$ cat src/rtl/audio_pkg.sv
// audio_pkg: shared defaults and FSM encoding for the audio output feeder.
package audio_pkg;
  localparam int SAMPLE_W_DEF = 32;
  localparam int FIFO_DEPTH_DEF = 4;
  typedef enum logic [1:0] {IDLE, WRITE, GAP} state_t;
endpackage

$ cat src/rtl/sample_fifo.sv
// sample_fifo: power-of-two circular sample buffer; a push while full succeeds only alongside a pop.
module sample_fifo import audio_pkg::*; #(
  parameter int DEPTH = FIFO_DEPTH_DEF,
  parameter int W = SAMPLE_W_DEF
) (
  input  logic                     clk,
  input  logic                     resetn,
  input  logic                     push,
  input  logic                     pop,
  input  logic [W-1:0]             din,
  output logic [W-1:0]             dout,
  output logic                     full,
  output logic                     empty,
  output logic [$clog2(DEPTH):0]   level
);
  localparam int AW = $clog2(DEPTH);
  logic [W-1:0] mem [DEPTH];
  logic [AW-1:0] wr_ptr, rd_ptr;
  logic do_push, do_pop;
  assign empty = level == '0;
  assign full = level == (AW+1)'(DEPTH);
  assign do_pop = pop && !empty;
  assign do_push = push && (!full || do_pop);
  assign dout = mem[rd_ptr];
  always_ff @(posedge clk) begin
    if (!resetn) begin
      wr_ptr <= '0;
      rd_ptr <= '0;
      level <= '0;
    end else begin
      if (do_push) wr_ptr <= wr_ptr + AW'(1);
      if (do_pop) rd_ptr <= rd_ptr + AW'(1);
      level <= level + (AW+1)'(do_push) - (AW+1)'(do_pop);
    end
  end
  always_ff @(posedge clk)
    if (do_push) mem[wr_ptr] <= din;
endmodule

$ cat src/rtl/audio_out_feeder.sv
// audio_out_feeder: converts, attenuates and queues mixer samples, then paces them into the codec.
module audio_out_feeder import audio_pkg::*; #(
  parameter int FIFO_DEPTH = FIFO_DEPTH_DEF,
  parameter int SAMPLE_W = SAMPLE_W_DEF
) (
  input  logic                          clk,
  input  logic                          resetn,
  input  logic [SAMPLE_W-1:0]           mix_down,
  input  logic                          sample_tick,
  input  logic [1:0]                    volume,
  input  logic                          mute,
  input  logic                          audio_out_allowed,
  output logic [SAMPLE_W-1:0]           left_channel_audio_out,
  output logic [SAMPLE_W-1:0]           right_channel_audio_out,
  output logic                          write_audio_out,
  output logic [$clog2(FIFO_DEPTH):0]   fifo_level,
  output logic                          overflow
);
  state_t state, next_state;
  logic [SAMPLE_W-1:0] conv, processed, head, sample_q;
  logic signed [SAMPLE_W-1:0] shifted;
  logic pop, full, empty;
  // Offset-binary to two's complement is just an MSB flip; kept in a signed net so >>> sign-extends.
  assign conv = {~mix_down[SAMPLE_W-1], mix_down[SAMPLE_W-2:0]};
  assign shifted = $signed(conv) >>> volume;
  assign processed = mute ? '0 : shifted;
  sample_fifo #(.DEPTH(FIFO_DEPTH), .W(SAMPLE_W)) u_fifo (
    .clk(clk), .resetn(resetn), .push(sample_tick), .pop(pop), .din(processed),
    .dout(head), .full(full), .empty(empty), .level(fifo_level)
  );
  always_comb begin
    pop = state == IDLE && !empty && audio_out_allowed;
    next_state = pop ? WRITE : state == WRITE ? GAP : IDLE;
  end
  always_ff @(posedge clk) begin
    if (!resetn) begin
      state <= IDLE;
      sample_q <= '0;
      overflow <= 1'b0;
    end else begin
      state <= next_state;
      if (pop) sample_q <= head;
      if (sample_tick && full && !pop) overflow <= 1'b1;
    end
  end
  assign write_audio_out = state == WRITE;
  assign left_channel_audio_out = sample_q;
  assign right_channel_audio_out = sample_q;
endmodule

$ cat config.mk
export PLATFORM = sky130hd
export DESIGN_NAME = audio_out_feeder
export DESIGN_NICKNAME = d
export VERILOG_FILES = /design/src/rtl/audio_pkg.sv /design/src/rtl/sample_fifo.sv /design/src/rtl/audio_out_feeder.sv
export SDC_FILE = /design/constraint.sdc
export NUM_CORES = 1
export LEC_CHECK = 0
export CAP_MARGIN = 20
export CORE_ASPECT_RATIO = 1.1
export CORE_MARGIN = 2
export CORE_UTILIZATION = 55
export CTS_CLUSTER_SIZE = 30
export DETAILED_ROUTE_END_ITERATION = 8
export DONT_BUFFER_PORTS = 1
export PLACE_DENSITY = 0.7
export SLEW_MARGIN = 25
export SYNTH_ARGS = -nofsm -noshare
export SYNTH_HDL_FRONTEND = slang
export SYNTH_SLANG_ARGS = --single-unit
$ cat constraint.sdc
create_clock -name clk -period 6.4 [get_ports clk]
set_input_delay 0.64 -clock clk [delete_from_list [all_inputs] [get_ports clk]]
set_output_delay 0.64 -clock clk [all_outputs]
set_load 0.05 [all_outputs]
# Word level (Yosys, flattened, before mapping)
# Memories as Yosys holds them, arrays and structs flattened. A register that Yosys moved wholly into a read port is not among the register bits.
# Cells that the tools add are included.
# op_classes
mux	5
bitwise	2
shift	1
n_reduce_logical	14
eq_ne	2
n_addsub	4
# op_table
operator	n
32-bit two-way mux	1
32-bit by 2-bit >>> shifter with 32-bit output	1
1-bit logical AND	6
2-bit by 1-bit adder with 2-bit output (second input constant)	2
1-bit zero test	4
3-bit by 1-bit adder with 3-bit output	1
3-bit equality test (second input constant)	1
3-bit zero test	1
1-bit two-way mux	3
3-bit by 1-bit subtractor with 3-bit output	1
2-bit by 1-bit equality test with 1-bit output (second input constant)	1
2-bit zero test	1
2-bit two-way mux	1
1-bit NOT	2
2-bit OR reduction	1
1-bit logical OR	1
# word_totals
wordCells	35
output_inout_bits	69
reg_bits	10
n_memories	1
mem_bits_rw	128
input_bits	39
# mem_list
name	words	width	read_ports	rd_ports_with_merged_regs	wr	line	text
u_fifo.mem	4	32	1	1	1	sample_fifo.sv:17	logic [W-1:0] mem [DEPTH];

# Depth between registers and ports, before layout
# depth
depth_word	9
depth_mapped	10
ltp_nobuf	9

# By module
# From an unflattened synthesis, not the netlist that was laid out.
# hier_totals
hier_cells	479
area_unflattened_um2	7255.7
# modules_own_cells
module	seq_area_each_um2	area_each_um2	cells_each	instances
sample_fifo	4023.9	5131.2	214	1
audio_out_feeder	700.7	2124.5	265	1

# Worst setup path before layout
# No wires, ideal clock.
# synth_path
path_type	input to register
startpoint	input audio_out_allowed
endpoint	memory u_fifo.mem[0][0] (netlist bit), enable pin
slack_ps	3719
required_ps	6008
arrival_ps	2289
setup_time_ps	392
cell_stages	4
path_cell_list	or3b_1 buf_6 a31oi_2 and2_1
# synth_via
elab_chain_cells	6
# synth_rtl
item	line	text
start: declaration	audio_out_feeder.sv:12	input logic audio_out_allowed,
1-bit logical AND	audio_out_feeder.sv:32	pop = state == IDLE && !empty && audio_out_allowed;
1-bit logical AND	sample_fifo.sv:22	assign do_pop = pop && !empty;
1-bit logical OR	sample_fifo.sv:23	assign do_push = push && (!full || do_pop);
1-bit logical AND	sample_fifo.sv:23	
named net u_fifo.do_push	sample_fifo.sv:19	logic do_push, do_pop;
1-bit two-way mux	sample_fifo.sv:37	if (do_push) mem[wr_ptr] <= din;
1-bit two-way mux (not written as such)	sample_fifo.sv:37	
end: declaration	sample_fifo.sv:17	
# The timed path passes the listed nets, and every way through them passes these cells.

# Final worst setup path
# layout_path
startpoint	register u_fifo.level[1]
endpoint	register u_fifo.level[2]
# layout_via
elab_chain_cells	9
elab_cells_between_ends	11
# layout_rtl
item	line	text
start: declaration	sample_fifo.sv:14	output logic [$clog2(DEPTH):0] level
start signal: assignment	sample_fifo.sv:33	level <= level + (AW+1)'(do_push) - (AW+1)'(do_pop);
3-bit zero test	sample_fifo.sv:20	assign empty = level == '0;
1-bit zero test	sample_fifo.sv:22, audio_out_feeder.sv:32	
1-bit logical AND (2 in a row)	audio_out_feeder.sv:32	
1-bit logical AND	sample_fifo.sv:22	
1-bit logical OR (*)	sample_fifo.sv:23	
1-bit logical AND (*)	sample_fifo.sv:23	
named net u_fifo.do_push	sample_fifo.sv:19	
3-bit by 1-bit adder with 3-bit output (*)	sample_fifo.sv:33	
3-bit by 1-bit subtractor with 3-bit output (*)	sample_fifo.sv:33	
# Mark *: on every way through the listed nets, which the timed path passes. The rest lies on a longest branch.
# A chain may end at the register's enable or synchronous reset.

==> flow_summary.yaml <==
outcome:
  status: "completed"
floorplanning:
  io_pins: 108
  die_w_um: 115
  fp.dieH_um: 126
  core_area_um2: 13200
  initial_utilization: 0.562
  row_count: 44
  fp.dieArea_um2: 14400
clock_tree:
  cts_hold_buf: 0
  numCtsBuffers: 17
  clk-insertion-delay-late_ns: 0.42
  clock_path_buffers: 2
  clkSinkCount: 170
  post_cts_buffers: 0
  tritoncts: "built"
  cts_root_buf: "sky130_fd_sc_hd__clkbuf_16"
  cts_max_level: 4
  clkSlewWorstSetupHoldPaths_ns: 0.06
  post_cts_resize_count: 0
drt:
  route.detailed.vias_per_inst: 6.15
  post_drt_wl_per_cell_um: 21.8
  post-route-drc-count: 0
  initialDrtViolationCount: 193
  maxUsedRoutingLayer: "met4"
  drt_pre_antenna_iters: 4
  vias: 3576
  route.layer.met1.wl_mm: 5.25
  final_antenna_net_count: 0
  detail_route_met2_wl_mm: 6.24
  routed_wire_length_mm: 12.7
  met3_routed_length_um: 962
logic_synthesis:
  synthesis.instances: 442
  yosysMostFrequentCell: "sky130_fd_sc_hd__edfxtp_1"
  postSynth.topFlopCell: "sky130_fd_sc_hd__edfxtp_1"
  synth_xor_area_frac: 0.00118
  synth-async-reset-ratio: 0
  compound_cell_area_share_of_the_yosys_netlist: 0.0512
  synthDistinctLibCells: 31
  multiplexer_fraction_of_the_synthesized_cell_area: 0.185
  synth_seq_cells: 170
  number_of_enable_type_register_cells_in_the_synthesized_netlist: 128
  synth.cells.most_frequent: "sky130_fd_sc_hd__edfxtp_1, sky130_fd_sc_hd__mux4_2, sky130_fd_sc_hd__dfxtp_1"
  synth_top_family_by_area: "multiplexers"
  synth_area_um2: 7400
  cell_type_with_the_largest_total_area_after_synthesis: "sky130_fd_sc_hd__edfxtp_1"
  synth.net_count: 487
  yosys_warnings: 0
  synthesized_area_divided_by_synthesized_cell_count_um2: 16.7
  synthDominantCellAreaShare: 0.519
  synth_top_cells_by_area: "sky130_fd_sc_hd__edfxtp_1, sky130_fd_sc_hd__mux4_2, sky130_fd_sc_hd__dfxtp_1"
  synth_seq_area_share: 0.633
  yosys.area_share.simple: 0.0624
  synth-adder-area-share: 0.0112
layout:
  seqCellArea_um2: 4690
  number_of_nets_in_the_layout: 452
  area_growth_pct: 6.14
  layout.filler_cells: 975
  multi_input_area_um2: 2310
  post_route_cells_drive_above_1_share: 0.236
  post-route-cell-area_um2: 7850
  n_antenna_cell: 0
  stdcell_count: 581
placement:
  port_buffers: 0
  preCtsSetupSlack_ns: 3.62
  dp.final_hpwl_mm: 7.66
  dp_cells: 549
  place_congestion: 0.665
  placement.cell_area_um2: 7280
grt:
  first_global_vias: 3793
  grt.overflow.total: 0
  grt_max_degree: 40
  grt_pass1_wl_mm: 20.4
  antenna_found_initial: 0
  grt.total_usage: 0.195
sta:
  hold-worst-slack_ns: 0.348
  period_needed_ns: 2.54
  layout_worst_path_cycle_share: 0.398
  rsz0062_at_grt: "false"
  setup_viol: 0
  timing.fmax_mhz: 393
  final.setup.tns_ns: 0
  drv_slew: 0
  maxSlewHeadroom: 0.315
  timing_worst_slew_pin_value_ns: 1.03
  skew_ns: 0.00702
  final_critical_path_setup_slack_ns: 3.86
  timing.final.hold_violations: 0
critical_path:
  setup_crit_path_kind: "register to register"
  cp_top_family: "flip-flops"
  rr_worst_depth: 8
  crit_end: "u_fifo.level[2]"
  start_kind: "register"
  cp.arrival_ns: 2.89
  critical_path.slowest_cell: "sky130_fd_sc_hd__dfxtp_1"
  critical_path.max_fanout: 7
  worst_r2r_startpoint: "u_fifo.level[1]"
  rrSetupSlack_ns: 3.86
  crit_chain: "nor2_1 -> a31oi_2 -> ha_1 -> inv_1 -> fa_1 -> xor2_1 -> and2_1 -> nor3_1"
  path_depth: 8
  crit-reg2reg-capture: "u_fifo.level[2]"
  critPathLaunch: "u_fifo.level[1]"
  worst_ep_required_time_ns: 6.74
  cpPeakStageDelay_ns: 0.77
  worst_setup_path_end_kind: "register"
  cp.buffers_inverters: 1
power_and_ir_drop:
  ir_drop_mv: 0.223
  powerDensity_nw_per_um2: 416
  power_leakage_nw: 2.52
hold_path:
  hp-class: "input port to register"
job:
  max-cap-violations: 0
[area by class of cell]
cell class                 count  area share
clock buffer                  25      0.0660
clock inverter                 7     0.00765
inverter                       6     0.00287
multi-input combinational    204       0.294
sequential                   170       0.597
tap                          161      0.0256
timing repair buffer           8     0.00765
[worst reg2reg max path, cell delays in order (launching register included)]
cell and delay, ns:
sky130_fd_sc_hd__dfxtp_1 0.77, sky130_fd_sc_hd__nor2_1 0.17, sky130_fd_sc_hd__a31oi_2 0.43, sky130_fd_sc_hd__ha_1 0.22, sky130_fd_sc_hd__inv_1 0.05, sky130_fd_sc_hd__fa_1 0.37
sky130_fd_sc_hd__xor2_1 0.16, sky130_fd_sc_hd__and2_1 0.19, sky130_fd_sc_hd__nor3_1 0.12
[metal layers]
layer  vias up  GRT usage
li1       1628          -
met1      1830      0.246
met2       101      0.302
met3        17     0.0857
met4         0     0.0696
met5         -          0
[cells by family after synthesis]
kind of cell,Yosys count
AOI/OAI and AO/OA,46
muxes,62
xor gates and xnor gates,1
buffers and inverters,68
adders and majority gates,6
and+or+nand+nor,89
DFF,170
[how the worst min path moves through the flow]
stage / end / cells past startpoint / from
finish: u_fifo.level[0] / 1 / resetn
global route: u_fifo.level[0] / 1 / resetn
CTS: u_fifo.level[0] / 1 / resetn
detailed placement: u_fifo.wr_ptr[0] / 2 / u_fifo.wr_ptr[0]
global placement: u_fifo.wr_ptr[1] / 2 / u_fifo.wr_ptr[1]
floorplan: u_fifo.wr_ptr[1] / 2 / u_fifo.wr_ptr[1]
[placed cells by master, fill, tap and decap left out, types with 2 or more instances in the layout]
cell type and n:
sky130_fd_sc_hd__ha_1 5, sky130_fd_sc_hd__clkinv_2 3, sky130_fd_sc_hd__nor2_1 6, sky130_fd_sc_hd__clkbuf_16 19, sky130_fd_sc_hd__nor2b_1 31, sky130_fd_sc_hd__edfxtp_1 128
sky130_fd_sc_hd__nand2_1 37, sky130_fd_sc_hd__o21ai_0 3, sky130_fd_sc_hd__nor3_1 2, sky130_fd_sc_hd__o31ai_1 2, sky130_fd_sc_hd__dfxtp_1 41, sky130_fd_sc_hd__buf_4 8
sky130_fd_sc_hd__and2_1 7, sky130_fd_sc_hd__clkbuf_1 4, sky130_fd_sc_hd__a21oi_1 2, sky130_fd_sc_hd__a211oi_1 4, sky130_fd_sc_hd__clkbuf_8 2, sky130_fd_sc_hd__o2bb2ai_1 32
sky130_fd_sc_hd__mux4_2 60, sky130_fd_sc_hd__inv_1 6, sky130_fd_sc_hd__clkinv_1 2, sky130_fd_sc_hd__mux2i_1 2
[flip-flops by register name (all words and copies together), names as in the netlist]
| name | count |
|---|---|
| u_fifo.rd_ptr | 2 |
| overflow | 1 |
| left_channel_audio_out | 32 |
| state | 2 |
| u_fifo.level | 3 |
| u_fifo.mem | 128 |
| u_fifo.wr_ptr | 2 |
[power by group]
| group | internal [W] | total, W | switching, W |
|---|---|---|---|
| sequential | 0.00134 | 0.00179 | 0.000449 |
| combinational | 0.000231 | 0.000489 | 0.000258 |
| clock | 0.000598 | 0.000986 | 0.000388 |
[through the flow]
step / power [W] / utilization
after floorplan: 0.00228 / -
after global placement: 0.00229 / 0.553
after detailed placement: 0.00232 / 0.553
after CTS: 0.00330 / 0.597
after global routing: 0.00342 / 0.597
final: 0.00327 / 0.597
Note: power is estimated with default switching activity, not from simulation.
